File: config.mk
export PLATFORM = sky130hd
export DESIGN_NAME = ifu_fetch
export DESIGN_NICKNAME = d
export VERILOG_FILES = /design/src/rtl/ifu_fetch.sv
export SDC_FILE = /design/constraint.sdc
export NUM_CORES = 1
export LEC_CHECK = 0
export BUFFER_PORTS_ARGS = -buffer_cell sky130_fd_sc_hd__clkbuf_2
export CAP_MARGIN = 10
export CORE_ASPECT_RATIO = 0.7
export CORE_MARGIN = 1.5
export CORE_UTILIZATION = 40
export CTS_CLUSTER_SIZE = 28
export DETAILED_ROUTE_END_ITERATION = 16
export HOLD_SLACK_MARGIN = 0.05
export PLACE_DENSITY_LB_ADDON = 0.2
export SYNTH_ARGS = -nofsm -noshare
export SYNTH_HDL_FRONTEND = slang
export SYNTH_SLANG_ARGS = --single-unit
export TNS_END_PERCENT = 50
File: constraint.sdc
create_clock -name clk -period 3.4 [get_ports clk]
set_input_delay 0.51 -clock clk [delete_from_list [all_inputs] [get_ports clk]]
set_output_delay 0.51 -clock clk [all_outputs]
set_load 0.03 [all_outputs]
File: src/rtl/ifu_fetch.sv
// Instruction fetch: credit-limited in-order word fetch with a PC-tagged instruction buffer; grant->inst_valid_o 2 cycles at 1-cycle memory latency.
// Backpressure: issue stalls when outstanding + buffered reaches FIFO_DEPTH; redirect flushes the buffer and discards in-flight responses.
module ifu_fetch #(
    parameter logic [31:0] RESET_PC   = 32'h0000_0000,
    parameter int          FIFO_DEPTH = 4
) (
    input  logic        clk,
    input  logic        rst,
    output logic        imem_req_o,
    output logic [31:0] imem_addr_o,
    input  logic        imem_gnt_i,
    input  logic        imem_rvalid_i,
    input  logic [31:0] imem_rdata_i,
    input  logic        redirect_i,
    input  logic [31:0] redirect_pc_i,
    output logic        inst_valid_o,
    input  logic        inst_ready_i,
    output logic [31:0] inst_o,
    output logic [31:0] inst_pc_o
);
    localparam int PW = $clog2(FIFO_DEPTH);
    localparam int CW = PW + 1;

    logic [31:0]   pc_q, pc_d;
    logic [CW-1:0] out_q, out_d;
    logic [CW-1:0] disc_q, disc_d;
    logic [CW-1:0] cnt_q, cnt_d;
    logic [PW-1:0] ifq_wr_q, ifq_rd_q;
    logic [PW-1:0] buf_wr_q, buf_rd_q;
    logic [31:0]   ifq_pc_q   [FIFO_DEPTH];
    logic [31:0]   buf_pc_q   [FIFO_DEPTH];
    logic [31:0]   buf_inst_q [FIFO_DEPTH];
    logic [CW:0]   credit_used;
    logic          grant, drop, push, pop;

    assign credit_used  = {1'b0, out_q} + {1'b0, cnt_q};
    assign imem_req_o   = !redirect_i && (credit_used < (CW+1)'(FIFO_DEPTH));
    assign imem_addr_o  = pc_q;
    assign grant        = imem_req_o && imem_gnt_i;
    assign drop         = imem_rvalid_i && (disc_q != '0);
    // A response landing in a redirect cycle belongs to the old stream, so it is never buffered.
    assign push         = imem_rvalid_i && (disc_q == '0) && !redirect_i;
    assign inst_valid_o = (cnt_q != '0);
    assign pop          = inst_valid_o && inst_ready_i && !redirect_i;
    assign inst_o       = inst_valid_o ? buf_inst_q[buf_rd_q] : 32'h0;
    assign inst_pc_o    = inst_valid_o ? buf_pc_q[buf_rd_q]   : 32'h0;

    always_comb begin
        pc_d   = pc_q;
        disc_d = disc_q;
        out_d  = out_q + CW'(grant) - CW'(imem_rvalid_i);
        cnt_d  = cnt_q + CW'(push) - CW'(pop);
        if (grant) begin
            pc_d = pc_q + 32'd4;
        end
        if (drop) begin
            disc_d = disc_q - CW'(1);
        end
        // No grant can happen in a redirect cycle, so out_d already excludes this cycle's response.
        if (redirect_i) begin
            pc_d   = redirect_pc_i & 32'hFFFF_FFFC;
            disc_d = out_d;
            cnt_d  = '0;
        end
    end

    always_ff @(posedge clk or posedge rst) begin
        if (rst) begin
            pc_q     <= RESET_PC;
            out_q    <= '0;
            disc_q   <= '0;
            cnt_q    <= '0;
            ifq_wr_q <= '0;
            ifq_rd_q <= '0;
            buf_wr_q <= '0;
            buf_rd_q <= '0;
        end else begin
            pc_q   <= pc_d;
            out_q  <= out_d;
            disc_q <= disc_d;
            cnt_q  <= cnt_d;
            if (grant) begin
                ifq_wr_q <= ifq_wr_q + PW'(1);
            end
            if (imem_rvalid_i) begin
                ifq_rd_q <= ifq_rd_q + PW'(1);
            end
            if (redirect_i) begin
                buf_wr_q <= '0;
                buf_rd_q <= '0;
            end else begin
                if (push) begin
                    buf_wr_q <= buf_wr_q + PW'(1);
                end
                if (pop) begin
                    buf_rd_q <= buf_rd_q + PW'(1);
                end
            end
        end
    end

    always_ff @(posedge clk) begin
        if (grant) begin
            ifq_pc_q[ifq_wr_q] <= pc_q;
        end
        if (push) begin
            buf_pc_q[buf_wr_q]   <= ifq_pc_q[ifq_rd_q];
            buf_inst_q[buf_wr_q] <= imem_rdata_i;
        end
    end

    a_no_buf_overflow: assert property (@(posedge clk) disable iff (rst)
        !(imem_rvalid_i && (disc_q == '0) && (cnt_q == CW'(FIFO_DEPTH))));
    a_rvalid_expected: assert property (@(posedge clk) disable iff (rst)
        !(imem_rvalid_i && (out_q == '0)));
endmodule
==> flow_metrics.env <==
export IMPL_status="complete, no violations"
export IMPL_cts_made_buffers=42
export IMPL_required_ns=2.89
export IMPL_final_nets=1154
export IMPL_row_count=62
export IMPL_grt_total_usage=0.1682
export IMPL_ys_ff_latch=415
export IMPL_seqPwrFrac=0.438
export IMPL_cts_sinks=415
export IMPL_worst_ep_arrival_time_ns=2.53
export IMPL_wl_per_cell_um=21.23
export IMPL_grt_pass1_wl_um=53900
export IMPL_combPwrFrac=0.285
export IMPL_maxSlewViolCount=0
export IMPL_cts_hold_buf=1
export IMPL_p_int_mw=10.31
export IMPL_fin_crit_ns=3.039
export IMPL_path_buf_inv=2
export IMPL_drc=0
export IMPL_rsz0062_at_grt="no"
export IMPL_p_total_mw=15.47
export IMPL_synth_area_per_cell_um2=18.79
export IMPL_first_global_vias=8881
export IMPL_antenna_cells=0
export IMPL_report_final_hold_viol_count=0
export IMPL_drtAntennaViolNets=0
export IMPL_crit_chain="buf_4 -> mux4_2 -> and2_1 -> clkbuf_2"
export IMPL_fin_tns_setup_ns=0
export IMPL_ys_top_cells_by_area="edfxtp_1 67%, mux4_2 13%, dfrtp_1 7.1%"
export IMPL_root_buffer="clkbuf_16"
export IMPL_crit_type="flip-flop to primary output"
export IMPL_yosysWarnings=0
export IMPL_cp_top_family="flip-flops"
export IMPL_slowest_stage="dfrtp_4"
export IMPL_fp_coreArea_um2=40800
export IMPL_final_layout_size_suffix_gt1_frac=0.3194
export IMPL_start_util=0.4043
export IMPL_grt_remaining_overflow=0
export IMPL_p_per_area_nw_per_um2=799.7
export IMPL_antenna_found_initial=0
export IMPL_synth_top_area_frac=0.6699
export IMPL_vdd_drop_max_uv=561.7
export IMPL_slowest_delay_ns=0.73
export IMPL_async_flop_share=0.1133
export IMPL_fillers=3513
export IMPL_worstMarginPinSlew_ns=1.071
export IMPL_grt_max_degree=65
export IMPL_synth_enable_flop_cells=368
export IMPL_h_tree_depth=2
export IMPL_die_h_um=172.9
export IMPL_clkPwrFrac=0.277
export IMPL_clk_insertion_delay_late_ns=0.55
export IMPL_leakage_nw=6.718
export IMPL_cts_reportedPaths_clkPinSlew_ns=0.06
export IMPL_syn_to_final_growth_pct=17.26
export IMPL_switching_power_mw=5.155
export IMPL_ys_types=44
export IMPL_die_area_um2=42490
export IMPL_fin_skew_ns=0.01671
export IMPL_yosysSeqAreaShare=0.7411
export IMPL_die_w_um=245.7
export IMPL_drt_first_iter_violations=676
export IMPL_netlist_area_um2=16500
export IMPL_via_per_inst=5.217
export IMPL_fin_crit_sh=0.8939
export IMPL_min_path_type="input port to flip-flop"
export IMPL_swShare=0.3332
export IMPL_cts_tree="yes"
export IMPL_fmax_ghz=0.3290
export IMPL_hpwlAfterDp_um=20370
export IMPL_clock_path_buffers=3
export IMPL_post_synth_top_area_cell="edfxtp_1"
export IMPL_gp_congestion=0.7744
export IMPL_cts_setup_buffers=0
export IMPL_routed_wl_um=34880
export IMPL_ys_flop_type="edfxtp_1"
export IMPL_synth_cells=878
export IMPL_setup_viol=0
export IMPL_drt_pass1_iterations=5
export IMPL_endpoint_kind="primary output"
export IMPL_cts_resized=0
export IMPL_vias=8571
export IMPL_portBuffers=161
export IMPL_path_max_fanout=19
export IMPL_cp_start_kind="flip-flop"
export IMPL_maxCapViolCount=0
export IMPL_io_pins=168
export IMPL_maxSlewHeadroom=0.2835
-- layer usage --
layer | wire length [um] | vias to the layer above | global-route usage
met5 | 0 | - | 0
met4 | 720 | 0 | 0.04703
met3 | 1551 | 52 | 0.03259
met2 | 16340 | 197 | 0.2610
met1 | 16270 | 4468 | 0.2435
li1 | - | 3854 | -
-- synthesized netlist by cell type, drive strengths merged (17+ instances only) --
cell type	number
edfxtp	368
mux4	92
and2	71
dfrtp	47
nand2	46
nor2	29
o21ai	29
clkbuf	23
buf	22
inv	20
nand3	18
ha	17
-- power groups by stage --
stage,logic [mW],clock network [mW],registers (mW)
3_5_place_dp,4.53,0,6.90
2_1_floorplan,3.23,0,6.66
5_1_grt,4.80,4.61,6.86
6_report,4.41,4.29,6.78
4_1_cts,4.54,4.40,6.80
3_3_place_gp,4.47,0,6.89
-- kinds of logic (layout without fill, tap and decap cells) --
logic type	after synthesis	after routing	share of synthesized area
simple gates	210	210	0.06925
xor+xnor	13	13	0.006902
mux	95	95	0.1274
flops	415	415	0.7411
buf+inv	65	283	0.01699
other cells	1	4	0.0002273
fa+ha+maj	19	19	0.01532
compound gates	60	60	0.02275
-- sequential cells by signal, indices dropped and copies added (netlist names) --
register / cells
buf_inst_q: 128
buf_pc_q: 120
buf_rd_q: 2
buf_wr_q: 2
cnt_q: 3
disc_q: 3
ifq_pc_q: 120
ifq_rd_q: 2
ifq_wr_q: 2
imem_addr_o: 30
out_q: 3
-- path summary, 6_finish.rpt --
| path | start | endpoint | slack, ns | depth (start not counted) |
|---|---|---|---|---|
| min in group asynchronous | rst | disc_q[1]$_DFFE_PP0P_ | 0.54 | 3 |
| min reg2reg | out_q[0]$_DFF_PP0_ | out_q[0]$_DFF_PP0_ | 0.54 | 1 |
| max reg2reg | cnt_q[1]$_DFF_PP0_ | disc_q[2]$_DFFE_PP0P_ | 0.61 | 12 |
| min | redirect_pc_i[30] | imem_addr_o[30]$_DFFE_PP0N_ | 0.17 | 3 |
| max | buf_rd_q[0]$_DFFE_PP0P_ | inst_pc_o[27] | 0.36 | 4 |
| max in group asynchronous | rst | imem_addr_o[17]$_DFFE_PP0N_ | 2.12 | 4 |
-- cells in the final DEF (no fill, tap or decap), types with 7 or more instances in the layout --
cell type,instances
o21ai_0,29
nand3_1,18
nand2_1,46
clkinv_1,9
and2_1,67
xnor2_1,8
buf_12,7
buf_4,16
mux4_2,92
clkbuf_1,8
clkinv_2,11
edfxtp_1,368
nor2b_1,8
inv_1,19
dfrtp_1,43
nor2_1,29
o311ai_0,8
ha_1,17
nand4_1,12
clkbuf_16,43
clkbuf_2,161
-- through the flow --
stage	hold WS, ns	instance area (um2)	utilization	setup slack [ns]	cells
3_5_place_dp	0.5407	18060	0.4427	0.5393	1564
3_3_place_gp	0.5391	18060	0.4427	0.5504	1564
4_1_cts	0.1469	19340	0.4741	0.2929	1643
6_report	0.1651	19340	0.4741	0.3607	1643
2_1_floorplan	0.4927	16510	-	0.4530	881
5_1_grt	0.1546	19340	0.4741	0.2233	1643
-- tightest hold or removal path: stages --
cell and delay [ns]:
clkbuf_2 0.08, nand2_1 0.04, nand3_1 0.05
-- area by class of cell --
class	count	area [um2]	area share
clock buffers	53	1134	0.05860
clock inverters	25	137.6	0.007115
inverters	20	75.07	0.003881
multi-input cells	401	4008	0.2072
flip-flops and latches	415	12230	0.6324
well taps	544	680.7	0.03519
repair buffers	185	1076	0.05562
Power figures use the tool's default switching activity.
